===== src/rtl/risp_output_collector.sv =====
// rtl/risp_output_collector.sv - per-output spike count / first-fire collector with record drain
module risp_output_collector #(
    parameter int NUM_OUT     = 1,
    parameter int COUNT_WIDTH = 8,
    parameter int TIME_WIDTH  = 16,
    parameter int IDX_WIDTH   = (NUM_OUT > 1) ? $clog2(NUM_OUT) : 1
) (
    input  logic                   clk,
    input  logic                   arstn,
    input  logic                   en,
    input  logic [NUM_OUT-1:0]     fire,
    input  logic                   clear,
    input  logic                   drain,
    output logic                   busy,
    output logic                   out_valid,
    input  logic                   out_ready,
    output logic [IDX_WIDTH-1:0]   out_idx,
    output logic [COUNT_WIDTH-1:0] out_count,
    output logic [TIME_WIDTH-1:0]  out_first,
    output logic                   out_fired
);

    typedef enum logic {S_COLLECT, S_DRAIN} state_t;

    localparam logic [COUNT_WIDTH-1:0] COUNT_MAX = '1;
    localparam logic [TIME_WIDTH-1:0]  TIME_MAX  = '1;

    state_t                 state_q, state_d;
    logic [COUNT_WIDTH-1:0] count_q   [NUM_OUT];
    logic [COUNT_WIDTH-1:0] count_upd [NUM_OUT];
    logic [TIME_WIDTH-1:0]  first_q   [NUM_OUT];
    logic [TIME_WIDTH-1:0]  first_upd [NUM_OUT];
    logic                   fired_q   [NUM_OUT];
    logic                   fired_upd [NUM_OUT];
    logic [TIME_WIDTH-1:0]  time_q, time_upd;
    logic [IDX_WIDTH-1:0]   ptr_q, ptr_nxt;

    logic                   sample, xfer, last_rec;
    logic                   wipe, start, load_next;
    logic [COUNT_WIDTH-1:0] rec_count;
    logic [TIME_WIDTH-1:0]  rec_first;
    logic                   rec_fired;

    assign sample   = (state_q == S_COLLECT) && en && !clear;
    assign xfer     = out_valid && out_ready;
    assign last_rec = (ptr_q == IDX_WIDTH'(NUM_OUT - 1));
    assign ptr_nxt  = ptr_q + 1'b1;
    assign busy     = (state_q == S_DRAIN);

    // State after applying this cycle's fire sample; also feeds record 0 on drain entry.
    always_comb begin
        time_upd = time_q;
        for (int i = 0; i < NUM_OUT; i++) begin
            count_upd[i] = count_q[i];
            first_upd[i] = first_q[i];
            fired_upd[i] = fired_q[i];
            if (sample && fire[i]) begin
                if (count_q[i] != COUNT_MAX) begin
                    count_upd[i] = count_q[i] + 1'b1;
                end
                if (!fired_q[i]) begin
                    first_upd[i] = time_q;
                    fired_upd[i] = 1'b1;
                end
            end
        end
        if (sample && (time_q != TIME_MAX)) begin
            time_upd = time_q + 1'b1;
        end
    end

    // Decoded mux avoids index-width mismatch when NUM_OUT is not a power of two.
    always_comb begin
        rec_count = '0;
        rec_first = '0;
        rec_fired = 1'b0;
        for (int i = 0; i < NUM_OUT; i++) begin
            if (IDX_WIDTH'(i) == ptr_nxt) begin
                rec_count = count_q[i];
                rec_first = first_q[i];
                rec_fired = fired_q[i];
            end
        end
    end

    always_comb begin
        state_d   = state_q;
        wipe      = 1'b0;
        start     = 1'b0;
        load_next = 1'b0;
        case (state_q)
            S_COLLECT: begin
                if (clear) begin
                    wipe = 1'b1;
                end else if (drain) begin
                    start   = 1'b1;
                    state_d = S_DRAIN;
                end
            end
            S_DRAIN: begin
                if (clear) begin
                    wipe    = 1'b1;
                    state_d = S_COLLECT;
                end else if (xfer) begin
                    if (last_rec) begin
                        wipe    = 1'b1;
                        state_d = S_COLLECT;
                    end else begin
                        load_next = 1'b1;
                    end
                end
            end
            default: state_d = S_COLLECT;
        endcase
    end

    always_ff @(posedge clk or negedge arstn) begin
        if (!arstn) begin
            state_q   <= S_COLLECT;
            time_q    <= '0;
            ptr_q     <= '0;
            out_valid <= 1'b0;
            out_idx   <= '0;
            out_count <= '0;
            out_first <= '0;
            out_fired <= 1'b0;
            for (int i = 0; i < NUM_OUT; i++) begin
                count_q[i] <= '0;
                first_q[i] <= '0;
                fired_q[i] <= 1'b0;
            end
        end else begin
            state_q <= state_d;
            if (wipe) begin
                time_q    <= '0;
                ptr_q     <= '0;
                out_valid <= 1'b0;
                out_idx   <= '0;
                out_count <= '0;
                out_first <= '0;
                out_fired <= 1'b0;
                for (int i = 0; i < NUM_OUT; i++) begin
                    count_q[i] <= '0;
                    first_q[i] <= '0;
                    fired_q[i] <= 1'b0;
                end
            end else begin
                time_q <= time_upd;
                for (int i = 0; i < NUM_OUT; i++) begin
                    count_q[i] <= count_upd[i];
                    first_q[i] <= first_upd[i];
                    fired_q[i] <= fired_upd[i];
                end
                if (start) begin
                    ptr_q     <= '0;
                    out_valid <= 1'b1;
                    out_idx   <= '0;
                    out_count <= count_upd[0];
                    out_first <= first_upd[0];
                    out_fired <= fired_upd[0];
                end else if (load_next) begin
                    ptr_q     <= ptr_nxt;
                    out_idx   <= ptr_nxt;
                    out_count <= rec_count;
                    out_first <= rec_first;
                    out_fired <= rec_fired;
                end
            end
        end
    end

endmodule

===== config.mk =====
export PLATFORM = sky130hd
export DESIGN_NAME = risp_output_collector
export DESIGN_NICKNAME = d
export VERILOG_FILES = /design/src/rtl/risp_output_collector.sv
export SDC_FILE = /design/constraint.sdc
export NUM_CORES = 1
export LEC_CHECK = 0
export ABC_AREA = 0
export BUFFER_PORTS_ARGS = -buffer_cell sky130_fd_sc_hd__clkbuf_2
export CORE_UTILIZATION = 48
export CTS_CLUSTER_SIZE = 30
export DETAILED_ROUTE_END_ITERATION = 8
export PLACE_DENSITY = 0.78
export REMOVE_ABC_BUFFERS = 1
export SETUP_SLACK_MARGIN = 0.1
export SLEW_MARGIN = 5
export SYNTH_ARGS = -nofsm -noshare
export SYNTH_HDL_FRONTEND = slang
export SYNTH_SLANG_ARGS = --single-unit

===== constraint.sdc =====
create_clock -name clk -period 2.09 [get_ports clk]
set_input_delay 0 -clock clk [delete_from_list [all_inputs] [get_ports clk]]
set_output_delay 0 -clock clk [all_outputs]
set_load 0.02 [all_outputs]

==> impl_metrics.py, run 1 <==
metrics = {
    "critical_path": {
        "r2r_setup_slack_ns": 0.20,
        "worstSetupPathType": "register to register",
        "r2r_cells": 6,
        "critPathLaunch": "busy",
        "end_kind": "register",
        "cp_max_fo": 18,
        "worstPathArrival_ns": 2.11,
        "r2r_start": "busy",
        "timing.rr.end": "out_first[5]",
        "startpoint_type": "register",
        "critPathRequiredTime_ns": 2.31,
        "crit_path_end": "out_first[5]",
    },
    "place": {
        "place_area_um2": 3490,
        "io_buffers": 34,
        "dp.cells": 425,
        "dp_hpwl_um": 4740,
        "routabilityCongestion": 0.833,
    },
    "drt": {
        "wire_per_inst_um": 16.8,
        "drcViolationCount": 0,
        "via_count": 2625,
        "vias_per_cell": 5.85,
        "dr.first_iter.drc_count": 248,
        "firstDrtPassIters": 7,
        "routed_wirelength_um": 7520,
        "postRouteAntennaNets": 0,
    },
    "clock_tree": {
        "tritoncts": "built",
        "htreeDepth": 3,
        "cts_buffer_depth": 2,
        "worstSkewPairLatency_ns": 0.36,
        "root_buffer": "clkbuf_8",
        "cts_inserted_buffers": 9,
        "clk_pin_slew_ns": 0.08,
        "clock-sinks": 69,
    },
    "cells_and_area": {
        "diodes": 0,
        "fin_nets": 376,
        "fin_util_pct": 59.4,
        "drive_gt1_share_pct": 21.8,
        "syn2layout_area_growth_pct": 18.6,
        "finalNonFillerCells": 449,
        "stdcell_area_um2": 3790,
    },
    "timing": {
        "setup_violations": 0,
        "min_period_ns": 1.89,
        "tightest_slew_ns": 0.536,
        "max_slew_margin_pct": 64.0,
        "rsz0062_at_grt": "false",
        "max_freq_mhz": 528,
        "slew_viol_final": 0,
        "finalHoldViolCount": 0,
        "period_share_pct": 90.6,
        "clock_skew_ns": 0.0124,
    },
    "synthesis": {
        "synthTopCellsByArea": "dfrtp_1 (54%), nand2_1 (5.9%), a222oi_1 (5.0%)",
        "async_flop_share_pct": 100,
        "yosysWarnings": 0,
        "netlist_area_um2": 3200,
        "syn_inst": 316,
        "seq_area_frac_synth_pct": 54.0,
        "synth_cell_types": 44,
        "synth-edff-count": 0,
        "avgSynthCellArea_um2": 10.1,
        "synthFlopType": "dfrtp_1",
        "yosys_register_bits": 69,
        "yosysTopAreaCellShare_pct": 54.0,
        "yosys.area.top_type": "dfrtp_1",
    },
    "die": {
        "die_h_um": 83.6,
        "start_util_pct": 50.1,
        "ios": 35,
        "row_count": 29,
        "core_area_um2": 6390,
        "dieArea_um2": 7000,
        "die_w_um": 83.6,
    },
    "global_route": {
        "grt_pass1_vias": 2462,
        "overflow": 0,
        "grt_pass1_wl_um": 12000,
        "antenna_found_initial": 0,
        "grt_use_total_pct": 21.8,
        "grt_max_degree": 33,
    },
    "run": {
        "max_cap_violations": 0,
    },
    "outcome": {
        "status": "finished, final reports clean",
    },
    "power_and_ir_drop": {
        "ir_drop_v": 0.000482,
        "power.density_nw_per_um2": 723,
        "p_leak_uw": 0.00190,
        "fin_total_pwr_uw": 2740,
    },
    "worst_hold_path": {
        "min_path_type": "primary input to asynchronous set/reset pin",
    },
}
-- layer usage --
metal / vias to the layer above / share of wire (%) / GRT usage, %
met5: - / 0 / 0
li1: 1230 / - / -
met2: 82 / 48 / 33.1
met1: 1305 / 47 / 30.8
met4: 0 / 1.1 / 6.93
met3: 8 / 4.6 / 5.64
-- final cells by class --
| class | instances | area (um^2) |
|---|---|---|
| Multi-Input combinational cell | 214 | 1340 |
| Fill cell | 547 | 2590 |
| Tap cell | 77 | 96.3 |
| Timing Repair Buffer | 54 | 338 |
| Clock buffer | 10 | 138 |
| Clock inverter | 6 | 86.3 |
| Sequential cell | 69 | 1730 |
| Inverter | 19 | 71.3 |
-- cells by family (layout without fill, tap and decap cells) --
group / Yosys count / after routing / share of synthesized area (%)
simple gates: 126 / 126 / 20.3
fa+ha+maj: 2 / 2 / 0.782
mux: 6 / 6 / 1.88
flops: 69 / 69 / 54.0
buf+inv: 34 / 89 / 4.77
xor+xnor: 13 / 13 / 3.56
compound gates: 66 / 67 / 14.7
-- stage by stage --
stage | setup slack [ns] | hold slack, ns | TNS [ns]
global route | 0.0640 | 0.124 | 0
finish | 0.197 | 0.101 | 0
detailed placement | -0.108 | -0.0445 | -0.967
global placement | 0.0210 | -0.0488 | 0
floorplan | 0.0659 | -0.296 | 0
CTS | 0.150 | 0.111 | 0
-- layout by cell type (no fill, tap or decap), types with 3 or more instances in the layout --
cell and instances:
a21oi_1 22, a222oi_1 16, a22oi_1 4, and2_1 5, and3_1 3, buf_4 17
clkbuf_2 33, clkbuf_8 10, dfrtp_1 68, inv_1 19, mux2i_1 6, nand2_1 50
nand3_1 9, nand4_1 8, nor2_1 29, nor3_1 4, o211ai_1 3, o21ai_0 10
or3_1 4, xnor2_1 8, xor2_1 5
-- synthesized netlist by cell type, drive strengths merged, types with 4 or more instances --
cell	count
xor2	5
and2	5
a21oi	22
xnor2	8
nor3	4
a22oi	4
nor2	30
a222oi	16
or3	4
o21ai	11
inv	19
nand2	50
nand3	9
clkbuf	10
dfrtp	69
mux2i	6
buf	5
nand4	8
-- worst max-delay path, cell delays in order, from the launching register on --
cell      delay (ns)
dfrtp_1         0.40
and4bb_4        0.33
nand2b_4        0.07
buf_4           0.21
a21o_4          0.28
a222oi_1        0.39
inv_1           0.08
-- how the worst min path moves through the flow --
stage                     startpoint            to  slack [ns]  depth (start not counted)
final                          arstn  out_count[7]        0.10                          2
after floorplan                arstn          busy       -0.30                          0
after global routing           arstn  out_count[6]        0.12                          2
after detailed placement       arstn  out_count[7]       -0.04                          1
after CTS                      arstn  out_count[7]        0.11                          2
after global placement         arstn  out_count[5]       -0.05                          1
-- registers in the layout, indices dropped and copies added, names as in the netlist --
name       cells
count_q        8
out_count      8
fired_q        1
time_q        16
out_valid      1
out_first     16
out_fired      1
busy           1
ptr_q          1
first_q       16
-- report_power, final --
group / internal [uW] / switching, uW
logic: 50.1 / 118
registers: 1340 / 10.7
clock network: 702 / 519
total: 2100 / 647
-- repair_timing --
item | in CTS | in global routing
pin swaps | 1 | 3
gates cloned | 0 | 1
endpoints found under the setup margin | 18 | 16
hold buffers | 2 | 0
buffers inserted | 0 | 5
endpoints found under the hold margin | 18 | 0
gates resized for setup | 1 | 2
Note: power is estimated with default switching activity, not from simulation.
==> run 2, diff against run 1 <==
CORE_ASPECT_RATIO = 0.75   (was default)
PLACE_DENSITY = 0.81   (was 0.78)
clock period = 1.6 ns   (was 2.09 ns; I/O delays follow)
==> impl_metrics.py, run 2 (synthesized netlist as in run 1, its figures left out) <==
metrics = {
    "worst_hold_path": {
        "min_path_type": "primary input to asynchronous set/reset pin",
    },
    "die": {
        "row_count": 25,
        "start_util_pct": 50.1,
        "die_w_um": 96.3,
        "die_h_um": 72.7,
        "ios": 35,
        "dieArea_um2": 7000,
        "core_area_um2": 6380,
    },
    "run": {
        "max_cap_violations": 0,
    },
    "clock_tree": {
        "clk_pin_slew_ns": 0.07,
        "tritoncts": "built",
        "htreeDepth": 3,
        "worstSkewPairLatency_ns": 0.36,
        "clock-sinks": 69,
        "root_buffer": "clkbuf_8",
        "cts_inserted_buffers": 9,
        "cts_buffer_depth": 2,
    },
    "cells_and_area": {
        "fin_nets": 415,
        "mostFrequentLayoutCell": "dfrtp_1",
        "stdcell_area_um2": 4410,
        "diodes": 0,
        "drive_gt1_share_pct": 41.2,
        "final_cell_mix": "dfrtp_1 (69), buf_4 (44), nand2_1 (41)",
        "largestRegisters": "first_q x16, out_first x16, time_q x16",
        "syn2layout_area_growth_pct": 37.7,
        "finalNonFillerCells": 491,
    },
    "drt": {
        "postRouteAntennaNets": 0,
        "firstDrtPassIters": 6,
        "wire_per_inst_um": 19.8,
        "dr.first_iter.drc_count": 331,
        "drcViolationCount": 0,
        "via_count": 2994,
        "vias_per_cell": 6.10,
        "routed_wirelength_um": 9720,
    },
    "timing": {
        "clock_skew_ns": 0.00562,
        "max_slew_margin_pct": 66.4,
        "rsz0062_at_grt": "true",
        "setup_violations": 48,
        "tightest_slew_ns": 0.503,
        "finalHoldViolCount": 0,
        "period_share_pct": 108,
        "final.setup.worst_slack_ns": -0.130,
        "min_period_ns": 1.73,
        "slew_viol_final": 0,
        "max_freq_mhz": 578,
    },
    "place": {
        "dp.cells": 462,
        "place_area_um2": 3760,
        "io_buffers": 34,
        "routabilityCongestion": 0.864,
        "dp_hpwl_um": 5260,
    },
    "critical_path": {
        "worstPathArrival_ns": 1.98,
        "r2r_setup_slack_ns": -0.13,
        "timing.rr.end": "out_first[6]",
        "startpoint_type": "register",
        "critPathLaunch": "busy",
        "end_kind": "register",
        "worstSetupPathType": "register to register",
        "cp_max_fo": 8,
        "r2r_cells": 5,
        "critPathRequiredTime_ns": 1.85,
        "r2r_start": "busy",
    },
    "global_route": {
        "grt_max_degree": 51,
        "antenna_found_initial": 0,
        "grt_use_total_pct": 27.4,
        "overflow": 0,
        "grt_pass1_vias": 2754,
        "grt_pass1_wl_um": 13900,
    },
    "power_and_ir_drop": {
        "ir_drop_v": 0.000521,
        "power.density_nw_per_um2": 783,
        "fin_total_pwr_uw": 3450,
        "p_leak_uw": 0.00216,
    },
    "outcome": {
        "violations": "setup timing",
        "status": "complete, but fails checks",
    },
}
[run 2: cell types whose count changed in the layout (fill, tap and decap cells not counted), sizes merged]
cell	previous run	this run
bufinv	2	1
buf	19	58
[run 2: what timing repair did]
| action | CTS | global route |
|---|---|---|
| hold buffers | 2 | 0 |
| cloned | 1 | 1 |
| pin swaps | 35 | 39 |
| setup endpoints to repair | 45 | 64 |
| resized for setup | 33 | 58 |
| endpoints found under the hold margin | 55 | 0 |
| setup buffers | 5 | 6 |
[run 2: area by class of cell]
cell class | count | area [um^2]
fill | 428 | 1970
multi-input combinational | 214 | 1630
clock buffer | 10 | 128
tap | 81 | 101
sequential | 69 | 1730
timing repair buffer | 93 | 697
inverter | 19 | 71.3
clock inverter | 5 | 52.6
[run 2: where the power goes]
group | internal (uW) | switching, uW | total, uW
Sequential | 1760 | 12.5 | 1770
Clock | 703 | 672 | 1370
Combinational | 110 | 197 | 306
Total | 2570 | 881 | 3450
[run 2: how the worst max path moves through the flow]
| stage | endpoint | slack (ns) |
|---|---|---|
| 6_report | out_first[6] | -0.13 |
| 5_1_grt | time_q[7] | -0.20 |
| 4_1_cts | time_q[9] | -0.06 |
| 3_5_place_dp | time_q[6] | -0.11 |
| 3_3_place_gp | time_q[15] | -0.07 |
| 2_1_floorplan | out_fired | -0.42 |
[run 2: critical path: stages (launching register included)]
cell	delay, ns
dfrtp_1	0.41
and4bb_4	0.38
nand2b_4	0.10
a21o_4	0.27
a222oi_1	0.40
inv_1	0.07
[run 2: stage by stage]
stage	hold WS [ns]	util, %	setup TNS (ns)	setup WS (ns)
floorplan	-0.296	-	-12.31	-0.424
global route	0.167	69.1	-4.63	-0.199
CTS	0.109	64.8	-0.784	-0.0625
finish	0.127	69.1	-2.62	-0.130
detailed placement	-0.0226	58.9	-1.19	-0.113
global placement	-0.0264	58.9	-0.406	-0.0742
[run 2: per-layer routing]
layer  GRT usage, %  wire length (um)
met4           10.8               220
met1           36.4              4040
met5              0                 0
met2           43.3              4750
met3           7.08               710
==> run 3, diff against run 2 <==
REMOVE_ABC_BUFFERS = default   (was 1)
==> impl_metrics.py, run 3 (synthesized netlist as in run 1, its figures left out) <==
metrics = {
    "cells_and_area": {
        "stdcell_area_um2": 4480,
        "largestRegisters": "first_q x16, out_first x16, time_q x16",
        "syn2layout_area_growth_pct": 40.1,
        "register_area_um2": 1730,
        "mostFrequentLayoutCell": "dfrtp_1",
        "n_fill_cell": 443,
        "diodes": 0,
        "fin_util_pct": 70.2,
        "final_cell_mix": "dfrtp_1 (68), buf_4 (46), nand2_1 (34)",
        "multi_input_area_um2": 1700,
        "fin_nets": 415,
        "drive_gt1_share_pct": 44.0,
    },
    "critical_path": {
        "cpMostUsedCell": "nand4_1",
        "critPathTopFamily": "simple AND/OR/NAND/NOR gates",
        "worstSetupPathType": "register to register",
        "crit_slowest_cell": "nor4_4",
        "r2r_start": "time_q[13]",
        "worstPathArrival_ns": 1.96,
        "r2r_setup_slack_ns": -0.08,
        "critPathMaxStageDelay_ns": 0.41,
        "startpoint_type": "register",
        "end_kind": "register",
        "crit_path_end": "time_q[4]",
        "critical_path_depth": 6,
        "timing.rr.end": "time_q[4]",
        "r2r_cells": 6,
        "critPathLaunch": "time_q[13]",
        "cp_num_buf_inv": 1,
        "cp_cell_sequence": "nand4_1 > nor4_4 > buf_6 > nor2_4 > nand4_1 > mux2i_1",
        "critPathRequiredTime_ns": 1.88,
        "cp_max_fo": 7,
    },
    "place": {
        "routabilityCongestion": 0.886,
        "dp_hpwl_um": 5410,
        "place_area_um2": 3820,
        "io_buffers": 34,
    },
    "worst_hold_path": {
        "min_path_type": "primary input to asynchronous set/reset pin",
    },
    "synthesis": {
        "synth_fp_nets": 325,
    },
    "timing": {
        "final.setup.worst_slack_ns": -0.0767,
        "tightest_slew_ns": 0.411,
        "setup_violations": 32,
        "max_freq_mhz": 596,
        "period_share_pct": 105,
        "slew_viol_final": 0,
        "min_period_ns": 1.68,
        "holdWs_ns": 0.186,
        "max_slew_margin_pct": 72.5,
        "finalHoldViolCount": 0,
        "rsz0062_at_grt": "true",
        "clock_skew_ns": 0.00998,
    },
    "power_and_ir_drop": {
        "power.density_nw_per_um2": 775,
        "p_leak_uw": 0.00223,
        "ir_drop_v": 0.000529,
        "fin_total_pwr_uw": 3480,
    },
    "global_route": {
        "overflow": 0,
        "grt_max_degree": 70,
        "antenna_found_initial": 0,
        "grt_use_total_pct": 27.5,
        "grt_pass1_wl_um": 14000,
        "grt_pass1_vias": 2860,
    },
    "drt": {
        "vias_per_cell": 5.96,
        "routed_wirelength_um": 9480,
        "dr.first_iter.drc_count": 263,
        "firstDrtPassIters": 5,
        "via_count": 2930,
        "wire_per_inst_um": 19.3,
        "postRouteAntennaNets": 0,
        "drcViolationCount": 0,
    },
    "run": {
        "max_cap_violations": 0,
    },
    "die": {
        "start_util_pct": 50.1,
        "ios": 35,
        "core_area_um2": 6380,
        "dieArea_um2": 7000,
        "row_count": 25,
        "die_h_um": 72.7,
        "die_w_um": 96.3,
    },
    "clock_tree": {
        "cts_buffer_depth": 2,
        "tritoncts": "built",
        "root_buffer": "clkbuf_8",
        "clock-sinks": 69,
        "cts_inserted_buffers": 9,
        "worstSkewPairLatency_ns": 0.36,
        "clk_pin_slew_ns": 0.07,
        "htreeDepth": 3,
    },
    "outcome": {
        "violations": "setup timing",
        "status": "complete, but fails checks",
    },
}
==> run 3: final cells by class <==
cell class	instances	area share, %
inverter	19	1.59
tap	81	2.26
clock buffer	12	3.24
clock inverter	4	1.06
sequential	69	38.6
multi-input combinational	214	37.9
timing repair buffer	93	15.4
==> run 3: worst min-delay path, stage by stage <==
cell           delay, ns
dlygate4sd3_1       0.52
buf_2               0.12
buf_12              0.31
==> run 3: power by group <==
part	internal, uW	switching [uW]	total (uW)	leakage [uW]
clock	758	650	1410	0.0000964
sequential	1760	12.3	1770	0.000959
combinational	103	195	298	0.00117
total	2620	858	3480	0.00223
==> run 3: worst min path at each step <==
stage                     cells past startpoint   from         end
final                                         3  arstn  first_q[1]
after global routing                          3  arstn  first_q[1]
after CTS                                     3  clear     fired_q
after detailed placement                      2  arstn  first_q[1]
after global placement                        2  arstn  first_q[1]
after floorplan                               0  arstn        busy
==> run 3: repair_timing <==
item,in CTS,in global routing
endpoints found under the setup margin,58,64
buffers inserted,4,3
hold buffers,2,0
pin swaps,21,36
endpoints found under the hold margin,70,0
gates cloned,1,1
resized for setup,29,66
==> run 3: layer usage <==
layer,global-route usage (%),wire [um],vias up
li1,-,-,1307
met1,34.0,3820,1480
met2,45.3,4800,119
met3,7.60,623,24
met4,11.9,238,0
met5,0,0,-
==> run 3: metrics by stage <==
step | worst slack (ns) | setup TNS (ns) | instances
2_1_floorplan | -0.261 | -3.84 | 316
3_3_place_gp | -0.0597 | -0.650 | 465
3_5_place_dp | -0.113 | -1.71 | 465
4_1_cts | -0.0606 | -0.688 | 488
5_1_grt | -0.138 | -3.83 | 492
6_report | -0.0767 | -1.13 | 492
